==> config.mk <==
export PLATFORM = sky130hd
export DESIGN_NAME = ysyx_22040237_lsu
export DESIGN_NICKNAME = d
export VERILOG_FILES = /design/src/rtl/ysyx_22040237_pkg.sv /design/src/rtl/ysyx_22040237_lsu_ext.sv /design/src/rtl/ysyx_22040237_lsu.sv
export SDC_FILE = /design/constraint.sdc
export NUM_CORES = 1
export LEC_CHECK = 0
export CELL_PAD_IN_SITES_DETAIL_PLACEMENT = 1
export CELL_PAD_IN_SITES_GLOBAL_PLACEMENT = 1
export CORE_MARGIN = 2
export CORE_UTILIZATION = 30
export CTS_CLUSTER_SIZE = 12
export DETAILED_ROUTE_END_ITERATION = 8
export DONT_BUFFER_PORTS = 1
export PLACE_DENSITY = 0.57
export SYNTH_ARGS = -nofsm -noshare
export SYNTH_HDL_FRONTEND = slang
export SYNTH_SLANG_ARGS = --single-unit
==> constraint.sdc <==
create_clock -name clk -period 3.45 [get_ports clk]
set_clock_uncertainty 0.1 [all_clocks]
set_input_delay 0.345 -clock clk [delete_from_list [all_inputs] [get_ports clk]]
set_output_delay 0.345 -clock clk [all_outputs]
set_load 0.02 [all_outputs]
==> src/rtl/ysyx_22040237_pkg.sv <==
// ysyx_22040237_pkg
// Shared definitions for the ysyx_22040237 load/store path:
//   - bit positions inside the 7-bit ls_info bus produced by the EXU
//   - LSU state encoding
//   - access-size (lane) encoding and the byte-mask constants per size
//   - small helpers to decode the access size, detect misalignment and
//     build the byte write mask
package ysyx_22040237_pkg;

    // ls_info_bus bit positions
    localparam int LS_INFO_W   = 7;
    localparam int LS_LOAD     = 0;
    localparam int LS_STORE    = 1;
    localparam int LS_UNSIGNED = 2;
    localparam int LS_BYTE     = 3;
    localparam int LS_HALF     = 4;
    localparam int LS_WORD     = 5;
    localparam int LS_DOUBLE   = 6;

    // LSU controller states
    typedef enum logic [1:0] {
        IDLE = 2'd0,
        REQ  = 2'd1,
        WAIT = 2'd2,
        RESP = 2'd3
    } lsu_state_e;

    // Access size, encoded as log2 of the number of bytes
    typedef enum logic [1:0] {
        SIZE_B = 2'd0,
        SIZE_H = 2'd1,
        SIZE_W = 2'd2,
        SIZE_D = 2'd3
    } lane_size_e;

    // Byte-lane masks for each access size before shifting to the offset
    localparam logic [7:0] MASK_B = 8'h01;
    localparam logic [7:0] MASK_H = 8'h03;
    localparam logic [7:0] MASK_W = 8'h0F;
    localparam logic [7:0] MASK_D = 8'hFF;

    // The widest size bit wins; an info word with no size bit set is
    // treated as a byte access.
    function automatic lane_size_e decode_size(input logic [LS_INFO_W-1:0] info);
        lane_size_e size;
        if (info[LS_DOUBLE])    size = SIZE_D;
        else if (info[LS_WORD]) size = SIZE_W;
        else if (info[LS_HALF]) size = SIZE_H;
        else                    size = SIZE_B;
        return size;
    endfunction

    function automatic logic is_misaligned(input lane_size_e size, input logic [2:0] offset);
        logic mis;
        case (size)
            SIZE_H:  mis = offset[0];
            SIZE_W:  mis = |offset[1:0];
            SIZE_D:  mis = |offset[2:0];
            default: mis = 1'b0;
        endcase
        return mis;
    endfunction

    // A doubleword always covers all eight lanes; narrower sizes are
    // shifted up to the byte offset inside the 8-byte beat.
    function automatic logic [7:0] lane_mask(input lane_size_e size, input logic [2:0] offset);
        logic [7:0] mask;
        case (size)
            SIZE_H:  mask = MASK_H << offset;
            SIZE_W:  mask = MASK_W << offset;
            SIZE_D:  mask = MASK_D;
            default: mask = MASK_B << offset;
        endcase
        return mask;
    endfunction

endpackage

==> src/rtl/ysyx_22040237_lsu_ext.sv <==
// ysyx_22040237_lsu_ext
// Combinational load alignment and extension. Takes the raw 8-byte beat
// returned by memory, moves the addressed lane down to bit 0, truncates it
// to the access size and sign- or zero-extends it to 64 bits.
// Ports:
//   rdata       in  64  raw memory read beat
//   offset      in  3   byte offset of the access inside the beat
//   size        in  2   access size (lane_size_e)
//   is_unsigned in  1   zero-extend instead of sign-extend
//   result      out 64  aligned, extended load value
module ysyx_22040237_lsu_ext
    import ysyx_22040237_pkg::*;
(
    input  logic [63:0] rdata,
    input  logic [2:0]  offset,
    input  lane_size_e  size,
    input  logic        is_unsigned,
    output logic [63:0] result
);

    logic [63:0] lane;

    // Shift the addressed byte lane to the bottom, then extend from the
    // top bit of the access size unless the load is unsigned.
    always_comb begin
        lane   = rdata >> {offset, 3'b000};
        result = '0;
        case (size)
            SIZE_B: result = is_unsigned ? {56'd0, lane[7:0]}
                                         : {{56{lane[7]}}, lane[7:0]};
            SIZE_H: result = is_unsigned ? {48'd0, lane[15:0]}
                                         : {{48{lane[15]}}, lane[15:0]};
            SIZE_W: result = is_unsigned ? {32'd0, lane[31:0]}
                                         : {{32{lane[31]}}, lane[31:0]};
            SIZE_D: result = lane;
            default: result = '0;
        endcase
    end

endmodule

==> src/rtl/ysyx_22040237_lsu.sv <==
// ysyx_22040237_lsu
// Load/store unit sitting between the EXU and a simple req/gnt + rvalid
// memory port. Non-memory results are passed straight to writeback one
// cycle later; loads and stores run through IDLE -> REQ -> (WAIT) -> RESP.
// Misaligned accesses skip memory and report an error; an access that
// spends TIMEOUT cycles in REQ/WAIT is abandoned with an error.
// Ports:
//   clk, rst                 clock, synchronous active-high reset
//   in_valid_i / in_ready_o  EXU handshake (ready only while IDLE)
//   rd_wr_en_i, rd_idx_i     destination register write enable / index
//   alu_res_i                ALU result or effective address
//   ls_info_bus_i            load/store/unsigned/size flags
//   rs2_store_i              store data
//   mem_req_o .. mem_wmask_o memory request channel (held until mem_gnt_i)
//   mem_gnt_i                request accepted
//   mem_rvalid_i, mem_rdata_i read data return
//   wb_valid_o .. ls_err_o   one-cycle writeback pulse with its payload
module ysyx_22040237_lsu
    import ysyx_22040237_pkg::*;
#(
    parameter int TIMEOUT = 255
) (
    input  logic                 clk,
    input  logic                 rst,

    input  logic                 in_valid_i,
    output logic                 in_ready_o,
    input  logic                 rd_wr_en_i,
    input  logic [4:0]           rd_idx_i,
    input  logic [63:0]          alu_res_i,
    input  logic [LS_INFO_W-1:0] ls_info_bus_i,
    input  logic [63:0]          rs2_store_i,

    output logic                 mem_req_o,
    output logic                 mem_we_o,
    output logic [63:0]          mem_addr_o,
    output logic [63:0]          mem_wdata_o,
    output logic [7:0]           mem_wmask_o,
    input  logic                 mem_gnt_i,
    input  logic                 mem_rvalid_i,
    input  logic [63:0]          mem_rdata_i,

    output logic                 wb_valid_o,
    output logic                 rd_wr_en_o,
    output logic [4:0]           rd_idx_o,
    output logic [63:0]          rd_wdata_o,
    output logic                 ls_err_o
);

    localparam int CNT_W = $clog2(TIMEOUT + 1);
    localparam logic [CNT_W-1:0] CNT_LAST = CNT_W'(TIMEOUT - 1);

    lsu_state_e       state;
    logic [CNT_W-1:0] cnt;

    // Access attributes captured at acceptance, used in later states
    logic [2:0]  lat_off;
    lane_size_e  lat_size;
    logic        lat_uns;
    logic        lat_load;
    logic        lat_rd_wr_en;

    // Decode of the incoming EXU request (only meaningful in IDLE)
    logic        acc_load;
    logic        acc_store;
    lane_size_e  acc_size;
    logic [2:0]  acc_off;
    logic        acc_mis;

    logic [63:0] load_data;

    // Load takes priority if the EXU ever flags both load and store.
    always_comb begin
        acc_load  = ls_info_bus_i[LS_LOAD];
        acc_store = ls_info_bus_i[LS_STORE] & ~ls_info_bus_i[LS_LOAD];
        acc_size  = decode_size(ls_info_bus_i);
        acc_off   = alu_res_i[2:0];
        acc_mis   = is_misaligned(acc_size, acc_off);
    end

    ysyx_22040237_lsu_ext u_ext (
        .rdata       (mem_rdata_i),
        .offset      (lat_off),
        .size        (lat_size),
        .is_unsigned (lat_uns),
        .result      (load_data)
    );

    // Main controller. Every output is a register updated here; the
    // writeback flags default to low so each writeback is a single-cycle
    // pulse. The timeout counter advances on every REQ/WAIT cycle and a
    // grant or read response in the final counted cycle still wins over
    // the timeout.
    always_ff @(posedge clk) begin
        if (rst) begin
            state        <= IDLE;
            cnt          <= '0;
            lat_off      <= '0;
            lat_size     <= SIZE_B;
            lat_uns      <= 1'b0;
            lat_load     <= 1'b0;
            lat_rd_wr_en <= 1'b0;
            in_ready_o   <= 1'b1;
            mem_req_o    <= 1'b0;
            mem_we_o     <= 1'b0;
            mem_addr_o   <= '0;
            mem_wdata_o  <= '0;
            mem_wmask_o  <= '0;
            wb_valid_o   <= 1'b0;
            rd_wr_en_o   <= 1'b0;
            rd_idx_o     <= '0;
            rd_wdata_o   <= '0;
            ls_err_o     <= 1'b0;
        end else begin
            wb_valid_o <= 1'b0;
            rd_wr_en_o <= 1'b0;
            ls_err_o   <= 1'b0;

            case (state)
                IDLE: begin
                    if (in_valid_i) begin
                        rd_idx_o <= rd_idx_i;
                        if (!acc_load && !acc_store) begin
                            // Plain ALU result: straight to writeback
                            wb_valid_o <= 1'b1;
                            rd_wr_en_o <= rd_wr_en_i;
                            rd_wdata_o <= alu_res_i;
                        end else begin
                            lat_off      <= acc_off;
                            lat_size     <= acc_size;
                            lat_uns      <= ls_info_bus_i[LS_UNSIGNED];
                            lat_load     <= acc_load;
                            lat_rd_wr_en <= rd_wr_en_i;
                            cnt          <= '0;
                            in_ready_o   <= 1'b0;
                            mem_we_o     <= acc_store;
                            mem_addr_o   <= {alu_res_i[63:3], 3'b000};
                            mem_wdata_o  <= rs2_store_i << {acc_off, 3'b000};
                            mem_wmask_o  <= lane_mask(acc_size, acc_off);
                            if (acc_mis) begin
                                // Never reaches memory
                                state      <= RESP;
                                wb_valid_o <= 1'b1;
                                ls_err_o   <= 1'b1;
                                rd_wdata_o <= '0;
                            end else begin
                                state     <= REQ;
                                mem_req_o <= 1'b1;
                            end
                        end
                    end
                end

                REQ: begin
                    cnt <= cnt + CNT_W'(1);
                    if (mem_gnt_i) begin
                        mem_req_o <= 1'b0;
                        if (lat_load) begin
                            state <= WAIT;
                        end else begin
                            state      <= RESP;
                            wb_valid_o <= 1'b1;
                            rd_wdata_o <= '0;
                        end
                    end else if (cnt == CNT_LAST) begin
                        state      <= RESP;
                        mem_req_o  <= 1'b0;
                        wb_valid_o <= 1'b1;
                        ls_err_o   <= 1'b1;
                        rd_wdata_o <= '0;
                    end
                end

                WAIT: begin
                    cnt <= cnt + CNT_W'(1);
                    if (mem_rvalid_i) begin
                        state      <= RESP;
                        wb_valid_o <= 1'b1;
                        rd_wr_en_o <= lat_rd_wr_en;
                        rd_wdata_o <= load_data;
                    end else if (cnt == CNT_LAST) begin
                        state      <= RESP;
                        wb_valid_o <= 1'b1;
                        ls_err_o   <= 1'b1;
                        rd_wdata_o <= '0;
                    end
                end

                RESP: begin
                    state      <= IDLE;
                    in_ready_o <= 1'b1;
                end

                default: begin
                    state      <= IDLE;
                    in_ready_o <= 1'b1;
                    mem_req_o  <= 1'b0;
                end
            endcase
        end
    end

endmodule

Yosys cells after proc, flatten, opt, wreduce, memory -nomap -nowiden --
Cells that the tools add are included.
Storage, ports and cells: output and inout bits 211, register bits after elaboration 226, logic and storage cells 116
Cells by class: reduce and logical (&&, ||, !) cells 19, bitwise operators 3, add/subtract/negate cells 1, equal/unequal tests 16, multiplexer cells 54, shift-type cells 5
Operators by type and width (count):
- $mux 64 | 10
- $pmux 64 s4 | 1
- $pmux 64 s3 | 1
- $shl 64x6->64 | 1
- $shr 64x6->64 | 1
- $pmux 8 s3 | 1
- $mux 1 | 23
- $mux 2 | 8
- $mux 8 | 2
- $pmux 8 s2 | 1
- $eq 2x2->1 const B | 6
- $ne 3x3->1 const B | 3
- $pmux 1 s3 | 3
- $reduce_and 3->1 | 3
- $add 8x1->8 const B | 1
- $eq 8x8->1 const B | 1
- $pmux 2 s4 | 1
- $shl 1x3->8 const A | 1
- $shl 2x3->8 const A | 1
- $shl 4x3->8 const A | 1
- $eq 2x1->1 const B | 3
- $ne 2x2->1 const B | 3
- $pmux 1 s2 | 3
- $reduce_bool 2->1 | 3
- 11 further kinds | 16

Longest topological paths before layout --
word-level depth 9, depth in mapped cells 12

Cells and area by module --
A second synthesis with hierarchy kept.
Unflattened totals: cell total of the unflattened synthesis 1537, area total of the unflattened synthesis 13698.1 sq um
Modules (own cells, without submodules):
- ysyx_22040237_lsu | seq. area each 4524.3 sq um, cells an instance 1279, area each 11154.4 sq um, times used 1
- ysyx_22040237_lsu_ext | seq. area each 0.0 sq um, cells an instance 258, area each 2543.7 sq um, times used 1

Worst setup path before layout --
Ideal clock, no wire load.
path kind in2reg, from input port ls_info_bus_i[6], to register rd_wdata_o[36], cell stages on the path 10, buffers on the path 2, setup time 122 ps, slack 839 ps, data arrival time 2389 ps, cell sequence clkbuf_1 a21oi_1 ha_1 a211oi_1 o41ai_1 and2_1 o21a_1 nor2_1 clkbuf_1 a221o_1
On the way: word-level cells in the longest chain between the ends 5, elaborated cells between the ends (all ways) 7
Ends and longest elaborated chain:
- start, declared | line ysyx_22040237_lsu.sv:31 | input logic [LS_INFO_W-1:0] ls_info_bus_i,
- $mux 2 * | line ysyx_22040237_pkg.sv:46 | if (info[LS_DOUBLE]) size = SIZE_D;
- $eq 2x2->1 or $eq 2x1->1 (tied branches) | line ysyx_22040237_pkg.sv:55 | case (size)
- $pmux 1 s3 * | line ysyx_22040237_pkg.sv:55
- $ne 3x3->1 (no line) *
- $reduce_and 4->1 (no line) *
- end signal, assigned | line ysyx_22040237_lsu.sv:127 | rd_wdata_o <= alu_res_i;
- end signal, assigned | line ysyx_22040237_lsu.sv:180 | rd_wdata_o <= load_data;
- end, declared | line ysyx_22040237_lsu.sv:46 | output logic [63:0] rd_wdata_o,
Mark *: on every way between the ends. The rest lies on a longest branch, timed or not. A chain may end at the register's enable or synchronous reset.

Worst setup path in the final report --
from input port ls_info_bus_i[6], to register rd_wdata_o[46]
The elaborated chain is that of the path after synthesis.

==> results.toml <==
[pwr]
power_density_nw_per_um2 = 755
p_leak_nw = 5.11
ir_drop_mv = 0.384

[logic_synthesis]
post_synth_fa_ha_maj_area_fraction_pct = 0.915
synth-compound-area-share_pct = 27.7
yosys_warnings = 0
synth_cell_types = 64
asyncSetResetFlopFracSynth_pct = 0
synth.largest_area_cell = "dfxtp_1"
synth_area_per_cell_sq_um = 8.03
synth_area_sq_um = 12300
yosys.area_share.xor_xnor_pct = 0.498
yosysTopAreaCellShare_pct = 36.8
synth.yosys.seq_area_share_pct = 36.8
gate_count_after_technology_mapping = 1533
postSynth.topFlopCell = "dfxtp_1"
synth-edff-count = 0
synth_simple_gate_area_share_pct = 17.4
largest_family_of_logic_cells_by_synthesized_area = "compound AO/OA/AOI/OAI gates"
ys_ff_latch = 226
post_synth_mux_area_share_pct = 11.1
synth.area.top_cells = "dfxtp_1, a21oi_1, mux2i_1"

[placement]
placement.setup.worst_slack_ns = 0.314
detailedPlacementHpwl_microns = 38600
detailed_place.area_sq_um = 12700
gpl.final_weighted_congestion = 0.917
number_of_port_buffers = 0

[status]
violations_in_the_final_reports = "hold timing"
status = "finished, violations left"

[global_routing]
total_congestion_overflow = 0
globalRouteTotalUtil_pct = 24.8
grt_pass1_vias = 11900
grt_util_met2_pct = 40.0
grt_pass1_wl_microns = 79400
grt_max_degree = 177
grt_busiest_layer = "met2"
routing_usage_on_met1_pct = 30.4
globalRouteMet3Util_pct = 9.31
antenna_found_initial = 3

[routing]
vias_per_cell = 5.78
first_iter_violations = 772
drc_errors = 0
antenna_violating_nets_post_route = 0
via_count = 12100
routedWlPerCell_microns = 26.8
drt_first_pass_iters = 4
detail_route.wirelength_microns = 56200

[sta]
layout_setup_ws_ns = 0.298
worst-slew-pin-transition_ns = 1.00
setup_repair_after_global_routing_missed_its_margin = "false"
timing_max_transition_violations_final = 0
finalSetupViolCount = 0
timing.final.crit_share_pct = 91.4
fin_worst_hold_slack_ns = -0.00325
clock.fmax_mhz = 317
final_count_of_hold_timing_violations = 1
finalCriticalPeriod_ns = 3.15
slew-limit-headroom_pct = 33.0
setup-tns-final_ns = 0

[worst_setup_path]
critical_path.endpoint_type = "register"
ff_to_ff_start = "state[0]"
arrival_ns = 3.50
crit_required_ns = 3.80
register_to_register_path_depth = 8
crit_end = "rd_wdata_o[46]"
criticalPathCategory = "in2reg"
nature_of_the_critical_path_startpoint = "primary input"
reg2reg_setup_slack_ns = 0.41
worst_r2r_endpoint = "mem_addr_o[11]"
worst_setup_path_startpoint = "ls_info_bus_i[6]"
largest_driver_fanout_on_the_critical_path = 21

[layout]
finished_cell_area_sq_um = 14600
syn2layout_area_growth_pct = 18.6
fillers = 4783
layout_cell_share_with_drive_strength_beyond_1_pct = 8.42
design.final.nets = 1770
utilization_pct = 35.9

[clock_tree]
cts.sinks = 226
clockRootBuffer = "clkbuf_16"
cts_tree = "built"
clock_path_buffers = 3
cts_made_buffers = 29
clock_edge_transition_at_the_registers_on_the_reported_setup_and_hold_paths_ns = 0.06
cts.repair_timing.setup_buffer_count = 0
clock_tree.htree_level_count = 1
clk-insertion-delay-late_ns = 0.57

[min_path]
min-delay-path-class = "in2reg"

[floorplanning]
boundaryPins = 421
die_h_microns = 207
effective_utilization_at_floorplan_pct = 30.3
core.rowCount = 74
fp.dieArea_sq_um = 42700
chipWidth_microns = 207
placeableCoreArea_sq_um = 40600

[job]
drv.max_cap_violation_count = 0
sequential cells by signal, summed over array words and instances, names as in the netlist, 2 cells and up:
register and flops:
mem_wdata_o 64, mem_wmask_o 8, lat_off 3, lat_size 2, cnt 8, rd_idx_o 5
mem_addr_o 61, rd_wdata_o 64, state 2
worst min path at each step:
stage            startpoint         endpoint  slack [ns]  cells after the start
3_5_place_dp            rst   mem_addr_o[11]        0.33                      1
4_1_cts        alu_res_i[2]  mem_wdata_o[50]      0.0004                      3
6_report       alu_res_i[2]  mem_wdata_o[46]      -0.003                      3
2_1_floorplan  lat_rd_wr_en     lat_rd_wr_en        0.34                      2
5_1_grt        alu_res_i[2]  mem_wdata_o[46]       0.006                      3
3_3_place_gp            rst   mem_addr_o[12]        0.33                      1
layer usage:
metal | wire length (microns) | up-vias
li1 | - | 5644
met1 | 23100 | 5984
met2 | 25800 | 417
met3 | 5790 | 85
met4 | 1540 | 4
met5 | 25 | -
repair_timing:
item,CTS,global route
endpoints found under the setup margin,0,37
gates resized for setup,0,2
hold buffers,95,1
endpoints found under the hold margin,218,1
power breakdown:
group          internal (W)  total, W  switching [W]
Clock               0.00174   0.00297        0.00124
Combinational       0.00137   0.00390        0.00253
Sequential          0.00311   0.00414        0.00104
synth_stat cells (all sizes together), types with 28 or more instances:
master  number
nand2      202
nor2b       31
dfxtp      226
a22oi       28
buf         48
nor3        31
o21ai       57
nor2       157
a211oi     108
mux2i       85
mux2        28
a221o       37
a21oi      207
clkbuf      97
final cells by class:
| class | count | area (sq um) | area share [%] |
|---|---|---|---|
| Multi-Input combinational cell | 1149 | 7160 | 49.1 |
| Sequential cell | 226 | 4530 | 31.0 |
| Timing Repair Buffer | 129 | 1290 | 8.81 |
| Clock buffer | 38 | 790 | 5.41 |
| Tap cell | 532 | 666 | 4.56 |
| Clock inverter | 10 | 104 | 0.711 |
| Inverter | 16 | 60.1 | 0.411 |
| Antenna cell | 1 | 2.50 | 0.0171 |
cells in the final DEF, fill, tap and decap left out, types with 11 or more instances in the layout:
cell type	synthesis	final
mux2_2	28	28
dfxtp_1	226	224
nand2_1	202	201
dlygate4sd3_1	0	94
mux2i_1	85	85
inv_1	16	16
nor3_1	31	31
a21oi_1	207	207
buf_4	6	29
nor2_1	157	154
a22oi_1	28	28
a211o_1	11	11
a221o_1	37	37
o21ai_0	56	56
nand2b_1	12	12
nor2b_1	31	31
clkbuf_16	0	29
nor4_1	12	12
a211oi_1	108	108
per-stage QoR:
step           instances  total power, W
2_1_floorplan       1535         0.00670
3_3_place_gp        1955         0.00775
3_5_place_dp        1955         0.00785
4_1_cts             2098          0.0111
5_1_grt             2101          0.0117
6_report            2101          0.0110
critical path: stages:
cell and delay, ns:
dlygate4sd3_1 0.68, a21oi_1 0.37, ha_1 0.24, a211oi_1 0.10, o41ai_2 0.44, and2_1 0.21
o21a_1 0.43, nor2_4 0.25, a221o_1 0.41
logic make-up after synthesis:
logic type	Yosys count
AO/OA/AOI/OAI	518
XOR/XNOR	7
adder cells (fa/ha/maj)	9
buffers and inverters	161
flip-flops	226
multiplexers	122
other	1
AND/OR/NAND/NOR	489
(Power assumes the default switching activity.)
